$ cat src/rtl/mux2_rr_arbiter.sv
// Two-requester burst arbiter with round-robin priority, feeding one shared channel.
// A grant is held for a whole burst; an abandoned burst is released after TIMEOUT idle cycles.
module mux2_rr_arbiter #(
  parameter int WIDTH   = 8,
  parameter int TIMEOUT = 15
) (
  input  logic             clk,
  input  logic             rst_n,
  input  logic             req0,
  input  logic             req1,
  input  logic [WIDTH-1:0] data0,
  input  logic [WIDTH-1:0] data1,
  input  logic             last0,
  input  logic             last1,
  output logic             ack0,
  output logic             ack1,
  output logic             out_valid,
  output logic [WIDTH-1:0] out_data,
  output logic             out_last,
  input  logic             out_ready,
  output logic             sel,
  output logic             busy,
  output logic             timeout_err
);

  typedef enum logic [1:0] {
    IDLE = 2'd0,
    GNT0 = 2'd1,
    GNT1 = 2'd2
  } state_e;

  localparam logic [7:0] IDLE_LIMIT = 8'(TIMEOUT - 1);

  state_e     state_q, state_d;
  logic       prio_q, prio_d;
  logic [7:0] idle_cnt_q, idle_cnt_d;

  logic own_req;
  logic last_accepted;
  logic idle_expire;

  // Grant choice shared by IDLE and the end-of-burst handover.
  function automatic state_e pick(input logic r0, input logic r1, input logic p);
    if (r0 && r1) return p ? GNT1 : GNT0;
    if (r0)       return GNT0;
    if (r1)       return GNT1;
    return IDLE;
  endfunction

  // Outputs are pure decodes of state plus the current-cycle inputs.
  always_comb begin
    sel           = (state_q == GNT1);
    busy          = (state_q != IDLE);
    own_req       = sel ? req1 : req0;
    out_valid     = busy & own_req;
    out_data      = sel ? data1 : data0;
    out_last      = sel ? last1 : last0;
    ack0          = (state_q == GNT0) & req0 & out_ready;
    ack1          = (state_q == GNT1) & req1 & out_ready;
    last_accepted = (ack0 | ack1) & out_last;
    idle_expire   = busy & ~own_req & (idle_cnt_q == IDLE_LIMIT);
    timeout_err   = idle_expire;
  end

  // NOTE: every next-state value gets a default first so no path leaves it unassigned (no latch).
  always_comb begin
    state_d    = state_q;
    prio_d     = prio_q;
    idle_cnt_d = idle_cnt_q;
    unique case (state_q)
      IDLE: begin
        state_d    = pick(req0, req1, prio_q);
        idle_cnt_d = '0;
      end
      GNT0, GNT1: begin
        if (last_accepted) begin
          // The finishing requester may only re-win when the other one is not asking.
          prio_d     = ~sel;
          state_d    = sel ? pick(req0, req1 & ~req0, ~sel)
                           : pick(req0 & ~req1, req1, ~sel);
          idle_cnt_d = '0;
        end else if (!own_req) begin
          if (idle_expire) begin
            state_d    = IDLE;
            prio_d     = ~sel;
            idle_cnt_d = '0;
          end else begin
            idle_cnt_d = idle_cnt_q + 8'd1;
          end
        end else begin
          idle_cnt_d = '0;
        end
      end
      default: begin
        state_d    = IDLE;
        idle_cnt_d = '0;
      end
    endcase
  end

  // NOTE: sequential state uses non-blocking assignments so all registers update together.
  always_ff @(posedge clk or negedge rst_n) begin
    if (!rst_n) begin
      state_q    <= IDLE;
      prio_q     <= 1'b0;
      idle_cnt_q <= '0;
    end else begin
      state_q    <= state_d;
      prio_q     <= prio_d;
      idle_cnt_q <= idle_cnt_d;
    end
  end

endmodule

$ cat config.mk
export PLATFORM = sky130hd
export DESIGN_NAME = mux2_rr_arbiter
export DESIGN_NICKNAME = d
export VERILOG_FILES = /design/src/rtl/mux2_rr_arbiter.sv
export SDC_FILE = /design/constraint.sdc
export NUM_CORES = 1
export LEC_CHECK = 0
export ABC_AREA = 1
export BUFFER_PORTS_ARGS = -buffer_cell sky130_fd_sc_hd__buf_2
export CAP_MARGIN = 40
export CORE_UTILIZATION = 46
export DETAILED_ROUTE_END_ITERATION = 12
export MAX_ROUTING_LAYER = met4
export PLACE_DENSITY = 0.9
export SYNTH_ARGS = -nofsm -noshare
export SYNTH_HDL_FRONTEND = slang
export SYNTH_SLANG_ARGS = --single-unit
export TNS_END_PERCENT = 5
$ cat constraint.sdc
create_clock -name clk -period 2 [get_ports clk]
set_input_delay 0.2 -clock clk [delete_from_list [all_inputs] [get_ports clk]]
set_output_delay 0.2 -clock clk [all_outputs]
set_load 0.01 [all_outputs]
==> out/summary.md, run 1 <==
## STA
- **setup repair after global routing missed its margin** no
- **aggregate negative setup slack** 0 ns
- **Peak Freq** 0.531 GHz
- **worst-case clock skew** 0.00532 ns
- **Min Clock Period, post-route** 1.88 ns
- **Final Hold Violating Endpoints** 0
- **final period utilization** 94.2%
- **measured slew at the worst slew-check pin** 0.244 ns
- **count of final max-slew check failures** 0
- **final-report setup violation count** 0
- **Slew Limit Headroom** 83.7%

## Finish
- **number of inserted diodes** 0
- **fraction of final layout cells with drive strength greater than 1** 37.4%
- **utilization of the core after routing** 64.5%
- **area added between synthesis and finish** 29.1%
- **final net count** 193
- **non-filler instance count after layout** 188
- **final instance area** 1140 sq um
- **most common cell after layout, fill and taps aside** sky130_fd_sc_hd__nand2_1
- **leading cell types in the layout, fill and taps excluded** sky130_fd_sc_hd__nand2_1, sky130_fd_sc_hd__buf_2, sky130_fd_sc_hd__inv_1

## Floorplan
- **I/O Pins** 38
- **Core Region** 1760 sq um
- **Die Width** 45.8 microns
- **number of placement rows** 15
- **starting density of the core** 49.9%
- **DIE HEIGHT** 45.8 microns
- **overall die area** 2090 sq um

## Synth
- **largest area contributor in the synthesized netlist** sky130_fd_sc_hd__dfrtp_1
- **combined area of all synthesized cells** 881 sq um
- **number of standard cells after synthesis** 121
- **post-synthesis compound-gate area fraction** 0.852%
- **dominant cells by area after synthesis** sky130_fd_sc_hd__dfrtp_1, sky130_fd_sc_hd__nand2_1, sky130_fd_sc_hd__ha_1
- **post-synthesis sequential element count** 11
- **Avg Cell Area, Syn** 7.28 sq um
- **portion of netlist area occupied by mux cells** 0%
- **Yosys warning total** 0
- **xor and xnor fraction of the mapped netlist area** 5.97%
- **area share of the largest cell type after synthesis** 31.3%
- **main combinational cell family by area after synthesis** simple AND/OR/NAND/NOR gates
- **number of unique standard cell types used by synthesis** 21
- **net count after synthesis** 150
- **simple-gate share of the synthesized area** 44.9%
- **adder-cell area share of the yosys netlist** 8.52%
- **sequential element share of the synthesized area** 31.3%

## Clock network
- **clock tree sinks** 11
- **Skew-Pair Late Insertion Delay** 0.28 ns
- **number of CTS-inserted buffers** 3
- **clock transition at the registers of the reported paths** 0.07 ns
- **largest buffer count on any clock path** 2
- **buffers inserted during post-CTS setup optimization** 0
- **CTS H-tree lvls** 1
- **CTS tree** done
- **CTS root buf** sky130_fd_sc_hd__clkbuf_4

## Critical path
- **type of element launching the critical path** flip-flop
- **launch instance of the worst register-to-register path** state_q[0]
- **category of the worst setup path capture point** primary output
- **worst reg2reg endpoint** idle_cnt_q[0]
- **Reg2Reg Setup Slack** 0.40 ns
- **worst reg2reg path depth** 11
- **crit path from** state_q[0]
- **Critical Path RT** 1.80 ns
- **critical path endpoint** out_valid
- **Crit Path Category** flip-flop to primary output
- **crit path DAT** 1.68 ns
- **highest net fanout along the worst path** 6

## GRT
- **GRT met3 Usage** 9.13%
- **routing layer with the top usage in global route** met2
- **met2 track demand over resource in global routing** 41.7%
- **global-route met1 utilization** 20.8%
- **antenna violations before repair** 0
- **pin count of the biggest net entering global routing** 12
- **vias in the first global route** 798
- **total global routing overflow** 0
- **global-route wire length before repair** 3190 microns
- **GRT Overall Usage** 22.9%

## Power and ir drop
- **P_int** 0.000572 W
- **Leakage** 0.671 nW
- **highest ir drop seen on vdd** 684 uV
- **Total Power** 0.00108 W
- **part of the power in the clock network** 14.6%
- **Reg power frac** 28.2%
- **switching part of the total** 46.9%
- **Comb power frac** 57.3%
- **NetSw** 0.000505 W
- **total power density per cell area** 946 nW/um^2

## Routing
- **wire length per cell after detailed routing** 11.0 microns
- **post-detailed-routing wire length** 2060 microns
- **count of vias placed by the detailed router** 899
- **Detailed Routing Iterations Pass 1** 4
- **post-route ant nets** 0
- **detailed-route DRC error count** 0
- **initial drt markers** 13
- **vias per inst** 4.78

## Placement
- **placed cells** 183
- **cell area after placement** 1100 sq um
- **sum of net half-perimeters after detailed placement** 1690 microns
- **final weighted congestion of routability-driven global placement** 0.913
- **count of buffers inserted at the top-level ports** 37

## Flow run
- **max-cap violation count** 0

## Outcome
- **run status** completed

## Worst hold path
- **worst min path class** primary input to asynchronous set/reset pin

[what timing repair did]
action	CTS	global route
hold buffers	1	0
gates resized for setup	0	2
setup endpoints to repair	0	2
endpoints found under the hold margin	11	0
[critical path, cell delays in order (launching register included)]
cell,delay [ns]
sky130_fd_sc_hd__dfrtp_1,0.40
sky130_fd_sc_hd__inv_1,0.09
sky130_fd_sc_hd__ha_2,0.22
sky130_fd_sc_hd__inv_1,0.14
sky130_fd_sc_hd__nand2_1,0.07
sky130_fd_sc_hd__nand2_1,0.10
sky130_fd_sc_hd__inv_1,0.11
sky130_fd_sc_hd__nor2_1,0.12
sky130_fd_sc_hd__buf_2,0.15
[synth_stat cells (all sizes together)]
| master | count |
|---|---|
| xor2 | 5 |
| nand4 | 2 |
| inv | 15 |
| ha | 6 |
| o211ai | 1 |
| nand2 | 51 |
| nor2 | 14 |
| dfrtp | 11 |
| xnor2 | 1 |
| nand3 | 11 |
| nor3 | 1 |
| buf | 2 |
| nor3b | 1 |
[flip-flops by register name, summed over array words and instances, names as in the netlist]
register and flops:
idle_cnt_q 8, prio_q 1, state_q 2
[worst min-delay path by stage]
stage / from / to / cells past startpoint
6_report: rst_n / prio_q / 2
5_1_grt: rst_n / idle_cnt_q[6] / 2
4_1_cts: rst_n / prio_q / 2
3_5_place_dp: rst_n / prio_q / 1
3_3_place_gp: rst_n / prio_q / 1
2_1_floorplan: rst_n / idle_cnt_q[0] / 0
[power groups by stage]
stage                     clock (W)  combinational (W)  sequential [W]
after CTS                  0.000156           0.000610        0.000304
after global placement            0           0.000588        0.000301
after global routing       0.000171           0.000684        0.000309
after floorplan                   0           0.000439        0.000297
after detailed placement          0           0.000608        0.000308
final                      0.000157           0.000616        0.000303
[cell type report]
cell class                      count  area (sq um)
Clock buffer                        4          26.3
Fill cell                         163           627
Inverter                           15          58.8
Multi-Input combinational cell     93           536
Sequential cell                    11           275
Tap cell                           25          31.3
Timing Repair Buffer               40           210
[metrics by stage]
| step | hold WS [ns] | setup slack [ns] |
|---|---|---|
| final | 0.302 | 0.116 |
| after global routing | 0.326 | 0.0142 |
| after CTS | 0.319 | 0.0726 |
| after detailed placement | 0.0761 | 0.343 |
| after global placement | 0.0723 | 0.426 |
| after floorplan | -0.0956 | 0.491 |
[cells by family after synthesis]
logic type	count (synthesis)
AND/OR/NAND/NOR	80
AO/OA/AOI/OAI	1
adder cells (fa/ha/maj)	6
XOR/XNOR	6
flip-flops	11
buffers and inverters	17
[layer usage]
layer  part of all wire [%]  wire [microns]  vias up
met4                    1.8              38        0
li1                       -               -      455
met1                     38             792      404
met2                     52            1070       33
met5                      0               0        -
met3                    7.6             157        7
Note: power is estimated with default switching activity, not from simulation.
==> run 2: changes to the inputs <==
Settings changed: CORE_UTILIZATION 46 to 45, PLACE_DENSITY 0.9 to 0.88.
==> run 2 against run 1 <==
  * Total power down 1.3%
  * Core utilization down 0.68 points
  * Sequential share of layout area unchanged
  * First-iteration DRC count down 7.7%
  * Non-clock buffer count down 1
  * Sequential power about the same
  * Highest routed layer is now met3
  * Maximum frequency up 1.9%
  * Worst setup slack better by 0.034 ns
  * Die area up 2.1%
  * Cell count down 0.53%
==> out/summary.md, run 2 (synthesis gave the netlist of run 1 again) <==
## Floorplan
- **Die Width** 46.2 microns, was 45.8 microns
- **I/O Pins** 38, unchanged
- **number of placement rows** 15, unchanged
- **Core Region** 1780 sq um, was 1760 sq um
- **DIE HEIGHT** 46.2 microns, was 45.8 microns
- **overall die area** 2140 sq um, was 2090 sq um
- **starting density of the core** 49.4%, was 49.9%

## STA
- **Min Clock Period, post-route** 1.85 ns, was 1.88 ns
- **final-report setup violation count** 0, unchanged
- **measured slew at the worst slew-check pin** 0.248 ns, was 0.244 ns
- **final period utilization** 92.5%, was 94.2%
- **Slew Limit Headroom** 83.5%, was 83.7%
- **Final Hold Violating Endpoints** 0, unchanged
- **aggregate negative setup slack** 0 ns, unchanged
- **count of final max-slew check failures** 0, unchanged
- **setup repair after global routing missed its margin** no, unchanged
- **Peak Freq** 0.541 GHz, was 0.531 GHz
- **worst-case clock skew** 0.00151 ns, was 0.00532 ns

## Clock network
- **number of CTS-inserted buffers** 3, unchanged
- **CTS root buf** sky130_fd_sc_hd__clkbuf_4, unchanged
- **clock transition at the registers of the reported paths** 0.07 ns, about the same
- **largest buffer count on any clock path** 2, unchanged
- **buffers inserted during post-CTS setup optimization** 0, unchanged
- **Skew-Pair Late Insertion Delay** 0.26 ns, was 0.28 ns
- **CTS tree** done, unchanged
- **CTS H-tree lvls** 1, unchanged
- **clock tree sinks** 11, unchanged

## Power and ir drop
- **Total Power** 0.00106 W, was 0.00108 W
- **highest ir drop seen on vdd** 779 uV, was 684 uV
- **Leakage** 0.670 nW, was 0.671 nW
- **total power density per cell area** 934 nW/um^2, was 946 nW/um^2

## Finish
- **area added between synthesis and finish** 29.1%, unchanged
- **number of inserted diodes** 0, unchanged
- **register with the most flip-flops** idle_cnt_q, unchanged
- **most common cell after layout, fill and taps aside** sky130_fd_sc_hd__nand2_1, unchanged
- **max reg flops** 8, unchanged
- **leading cell types in the layout, fill and taps excluded** sky130_fd_sc_hd__nand2_1, sky130_fd_sc_hd__buf_2, sky130_fd_sc_hd__inv_1, unchanged
- **final net count** 192, was 193
- **fraction of final layout cells with drive strength greater than 1** 38.9%, was 37.4%
- **largest registers** idle_cnt_q: 8 flops, state_q: 2 flops, prio_q: 1 flops, unchanged

## GRT
- **vias in the first global route** 742, was 798
- **total global routing overflow** 0, unchanged
- **GRT Overall Usage** 18.7%, was 22.9%
- **pin count of the biggest net entering global routing** 13, was 12
- **global-route wire length before repair** 2770 microns, was 3190 microns
- **antenna violations before repair** 0, unchanged

## Routing
- **count of vias placed by the detailed router** 851, was 899
- **wire length per cell after detailed routing** 10.1 microns, was 11.0 microns
- **vias per inst** 4.55, was 4.78
- **post-detailed-routing wire length** 1900 microns, was 2060 microns
- **detailed-route DRC error count** 0, unchanged
- **post-route ant nets** 0, unchanged
- **Detailed Routing Iterations Pass 1** 4, unchanged
- **initial drt markers** 12, was 13

## Critical path
- **crit path from** state_q[0], unchanged
- **worst reg2reg path depth** 11, unchanged
- **highest net fanout along the worst path** 12, was 6
- **worst reg2reg endpoint** idle_cnt_q[4], was idle_cnt_q[0]
- **category of the worst setup path capture point** primary output, unchanged
- **Reg2Reg Setup Slack** 0.38 ns, was 0.40 ns
- **launch instance of the worst register-to-register path** state_q[0], unchanged
- **crit path DAT** 1.65 ns, was 1.68 ns
- **stage delay of the slowest cell on the critical path** 0.41 ns, was 0.40 ns
- **type of element launching the critical path** flip-flop, unchanged
- **cell at the slowest stage of the critical path** sky130_fd_sc_hd__dfrtp_1, unchanged
- **Critical Path RT** 1.80 ns, about the same
- **Crit Path Category** flip-flop to primary output, unchanged
- **crit path cell chain** inv_1 > ha_2 > buf_6 > nand2_1 > nand2_1 > inv_2 > nor2_1 > buf_2, was inv_1 > ha_2 > inv_1 > nand2_1 > nand2_1 > inv_1 > nor2_1 > buf_2
- **most used cell along the critical path** sky130_fd_sc_hd__nand2_1, was sky130_fd_sc_hd__inv_1

## Outcome
- **run status** completed, unchanged

## Worst hold path
- **worst min path class** primary input to asynchronous set/reset pin, unchanged

## Placement
- **count of buffers inserted at the top-level ports** 37, unchanged
- **final weighted congestion of routability-driven global placement** 0.777, was 0.913
- **sum of net half-perimeters after detailed placement** 1550 microns, was 1690 microns

## Flow run
- **max-cap violation count** 0, unchanged

[run 2: worst max-delay path, delay by kind of cell, from the launching register on]
| family | cells | cell delay, ns |
|---|---|---|
| adders and majority gates | 1 | 0.22 |
| buffers and inverters | 4 | 0.47 |
| DFF | 1 | 0.41 |
| and+or+nand+nor | 3 | 0.29 |
[run 2: stage by stage]
stage,instances,worst slack (ns),hold slack [ns],cell area [sq um],utilization (%)
finish,187,0.150,0.334,1140,63.8
floorplan,121,0.491,-0.0956,881,-
CTS,187,0.0563,0.322,1130,63.2
global placement,182,0.400,0.0770,1090,61.1
detailed placement,182,0.330,0.0802,1090,61.1
global route,187,0.00915,0.355,1140,63.8
[run 2: area by class of cell]
cell class                      count  area [sq um]
Fill cell                         148           646
Tap cell                           25          31.3
Sequential cell                    11           275
Timing Repair Buffer               39           206
Clock inverter                      1          5.00
Inverter                           15          61.3
Clock buffer                        3          22.5
Multi-Input combinational cell     93           536
[run 2: repair_timing]
item / in CTS / in global routing
endpoints found under the setup margin: 0 / 2
resized for setup: 0 / 6
endpoints found under the hold margin: 11 / 0
hold buffers: 1 / 0
[run 2: worst max-delay path by stage]
stage,end,cells after the start
6_report,out_valid,8
5_1_grt,out_valid,8
4_1_cts,out_valid,8
3_5_place_dp,idle_cnt_q[4],11
3_3_place_gp,idle_cnt_q[2],11
2_1_floorplan,idle_cnt_q[2],11
[run 2: per-layer routing]
layer,vias up,part of all wire [%],global-route usage [%]
met5,-,0,-
met4,0,0,4.12
met2,29,52,33.8
li1,450,-,-
met1,372,42,19.6
met3,0,6.1,5.88
[run 2: report_power, final]
group	leakage (nW)	internal, W	switching, W
combinational	0.503	0.000230	0.000382
sequential	0.150	0.000262	0.0000415
clock	0.0177	0.0000740	0.0000733
total	0.670	0.000566	0.000496
==> run 3: changes to the inputs <==
Settings changed: CELL_PAD_IN_SITES_DETAIL_PLACEMENT set to 0, CELL_PAD_IN_SITES_GLOBAL_PLACEMENT set to 1, CORE_UTILIZATION 45 to 32, PLACE_DENSITY 0.88 to 0.9.
Clock period 2 ns to 1.83 ns, I/O delays scaled along.
==> run 3 against run 2 <==
  * Wire length increased by 7.9%
  * Hold slack got worse by 0.026 ns
  * Sequential share of layout area decreased by 0.50 points
  * Clock power increased by 14%
  * Core utilization decreased by 18 points
  * Non-clock buffer count increased by 2
  * Final area increased by 2.1%
  * Cell count increased by 3.7%
  * Flip-flop and latch count unchanged
  * Die area increased by 39%
  * Global-route usage decreased by 2.6 points
  * First-iteration DRC count decreased by 25%
  * Critical path type unchanged
==> out/summary.md, run 3 (synthesis gave the netlist of run 1 again) <==
## Power and ir drop
- **part of the power in the clock network** 13.9%, about the same
- **total power density per cell area** 1040 nW/um^2, was 934 nW/um^2
- **Leakage** 0.678 nW, was 0.670 nW
- **NetSw** 0.000562 W, was 0.000496 W
- **Comb power frac** 58.1%, was 57.5%
- **switching part of the total** 46.7%, about the same
- **Reg power frac** 28.0%, was 28.6%
- **highest ir drop seen on vdd** 547 uV, was 779 uV
- **P_int** 0.000642 W, was 0.000566 W

## Floorplan
- **DIE HEIGHT** 54.5 microns, was 46.2 microns
- **Core Region** 2540 sq um, was 1780 sq um
- **number of placement rows** 18, was 15
- **overall die area** 2970 sq um, was 2140 sq um
- **starting density of the core** 34.6%, was 49.4%
- **I/O Pins** 38, unchanged
- **Die Width** 54.5 microns, was 46.2 microns

## Routing
- **vias per inst** 4.62, was 4.55
- **count of vias placed by the detailed router** 897, was 851
- **wire length per cell after detailed routing** 10.6 microns, was 10.1 microns
- **initial drt markers** 9, was 12
- **post-detailed-routing wire length** 2050 microns, was 1900 microns
- **detailed-route DRC error count** 0, unchanged
- **post-route ant nets** 0, unchanged
- **Detailed Routing Iterations Pass 1** 6, was 4

## STA
- **setup repair after global routing missed its margin** no, unchanged
- **Peak Freq** 0.570 GHz
- **Slew Limit Headroom** 83.1%, was 83.5%
- **count of final max-slew check failures** 0, unchanged
- **Final Hold Violating Endpoints** 0, unchanged
- **worst-case clock skew** 0.00357 ns, was 0.00151 ns
- **final period utilization** 95.9%
- **final-report setup violation count** 0, unchanged
- **Min Clock Period, post-route** 1.75 ns
- **measured slew at the worst slew-check pin** 0.253 ns, was 0.248 ns
- **aggregate negative setup slack** 0 ns, unchanged

## Clock network
- **CTS H-tree lvls** 1, unchanged
- **number of CTS-inserted buffers** 3, unchanged
- **CTS tree** done, unchanged
- **largest buffer count on any clock path** 2, unchanged
- **clock transition at the registers of the reported paths** 0.07 ns, about the same
- **CTS root buf** sky130_fd_sc_hd__clkbuf_4, unchanged
- **clock tree sinks** 11, unchanged
- **Skew-Pair Late Insertion Delay** 0.27 ns, was 0.26 ns

## Critical path
- **stage delay of the slowest cell on the critical path** 0.41 ns, about the same
- **Crit Path Category** flip-flop to primary output, unchanged
- **Reg2Reg Setup Slack** 0.32 ns, was 0.38 ns
- **sum of buffers and inverters on the critical path** 4, unchanged
- **type of element launching the critical path** flip-flop, unchanged
- **cell at the slowest stage of the critical path** sky130_fd_sc_hd__dfrtp_1, unchanged
- **Critical Path RT** 1.65 ns, was 1.80 ns
- **highest net fanout along the worst path** 8, was 12
- **crit path cell chain** inv_2 > ha_4 > inv_2 > nand2_1 > nand2_1 > inv_1 > nor2_1 > buf_2, was inv_1 > ha_2 > buf_6 > nand2_1 > nand2_1 > inv_2 > nor2_1 > buf_2
- **crit path DAT** 1.57 ns, was 1.65 ns
- **worst reg2reg path depth** 10, was 11
- **launch instance of the worst register-to-register path** state_q[0], unchanged
- **category of the worst setup path capture point** primary output, unchanged
- **worst reg2reg endpoint** idle_cnt_q[2], was idle_cnt_q[4]
- **crit-path leading delay family** buffers and inverters, unchanged

## GRT
- **GRT Overall Usage** 16.0%, was 18.7%
- **pin count of the biggest net entering global routing** 12, was 13
- **global-route wire length before repair** 3270 microns, was 2770 microns
- **vias in the first global route** 817, was 742
- **antenna violations before repair** 0, unchanged
- **total global routing overflow** 0, unchanged

## Outcome
- **run status** completed, unchanged

## Finish
- **fraction of final layout cells with drive strength greater than 1** 39.0%, was 38.9%
- **non-filler instance count after layout** 194, was 187
- **register with the most flip-flops** idle_cnt_q, unchanged
- **most common cell after layout, fill and taps aside** sky130_fd_sc_hd__nand2_1, unchanged
- **max reg flops** 8, unchanged
- **leading cell types in the layout, fill and taps excluded** sky130_fd_sc_hd__nand2_1, sky130_fd_sc_hd__buf_2, sky130_fd_sc_hd__inv_1, unchanged
- **largest registers** idle_cnt_q: 8 flops, state_q: 2 flops, prio_q: 1 flops, unchanged
- **final net count** 194, was 192
- **number of inserted diodes** 0, unchanged
- **area added between synthesis and finish** 31.8%, was 29.1%

## Placement
- **count of buffers inserted at the top-level ports** 37, unchanged
- **placed cells** 188, was 182
- **final weighted congestion of routability-driven global placement** 0.843, was 0.777
- **sum of net half-perimeters after detailed placement** 1640 microns, was 1550 microns

## Flow run
- **max-cap violation count** 0, unchanged

## Worst hold path
- **worst min path class** primary input to asynchronous set/reset pin, unchanged

==> run 3: cell types whose count changed in the layout (fill, tap and decap cells not counted) <==
cell                       change
sky130_fd_sc_hd__clkbuf_1      +1
sky130_fd_sc_hd__buf_6         -1
sky130_fd_sc_hd__buf_4         +3
sky130_fd_sc_hd__inv_4         -1
sky130_fd_sc_hd__inv_2         +1
sky130_fd_sc_hd__ha_4          +1
sky130_fd_sc_hd__ha_2          -1
sky130_fd_sc_hd__clkinv_2      -1
==> run 3: power groups by stage <==
stage / combinational [W] / clock, W / sequential, W
global route: 0.000786 / 0.000186 / 0.000342
detailed placement: 0.000669 / 0 / 0.000338
finish: 0.000700 / 0.000168 / 0.000337
floorplan: 0.000480 / 0 / 0.000325
CTS: 0.000696 / 0.000174 / 0.000337
global placement: 0.000653 / 0 / 0.000334
==> run 3: worst max-delay path by stage <==
| stage | to | start | slack (ns) | cells after the start |
|---|---|---|---|---|
| global route | out_valid | state_q[0] | 0.002 | 8 |
| detailed placement | idle_cnt_q[6] | state_q[0] | 0.13 | 11 |
| global placement | timeout_err | state_q[0] | 0.20 | 9 |
| CTS | out_valid | state_q[0] | 0.02 | 8 |
| floorplan | idle_cnt_q[2] | state_q[0] | 0.32 | 11 |
| finish | out_valid | state_q[0] | 0.08 | 8 |
==> run 3: repair_timing <==
item	CTS	global route
hold endpoints to repair	11	0
gates resized for setup	4	1
endpoints found under the setup margin	2	2
setup buffers	0	1
hold buffers	1	0
==> run 3: through the flow <==
| stage | power, W | util, % | setup WS [ns] | hold slack, ns | area [sq um] |
|---|---|---|---|---|---|
| 5_1_grt | 0.00131 | 45.6 | 0.00172 | 0.324 | 1160 |
| 6_report | 0.00120 | 45.6 | 0.0754 | 0.308 | 1160 |
| 3_3_place_gp | 0.000987 | 43.3 | 0.199 | 0.0615 | 1100 |
| 2_1_floorplan | 0.000805 | - | 0.321 | -0.113 | 881 |
| 3_5_place_dp | 0.00101 | 43.3 | 0.134 | 0.0656 | 1100 |
| 4_1_cts | 0.00121 | 45.3 | 0.0242 | 0.308 | 1150 |
==> run 3: routing by layer <==
layer / track usage (%) / part of all wire, % / vias to the layer above
met3: 0.833 / 4.9 / 7
li1: - / - / 455
met2: 28.3 / 50 / 34
met4: 10.3 / 2.8 / 0
met1: 17.4 / 42 / 401
met5: - / 0 / -
==> run 3: area by class of cell <==
class / instances / area (sq um)
Timing Repair Buffer: 41 / 218
Fill cell: 260 / 1380
Inverter: 15 / 58.8
Sequential cell: 11 / 275
Clock buffer: 4 / 26.3
Multi-Input combinational cell: 93 / 546
Tap cell: 30 / 37.5
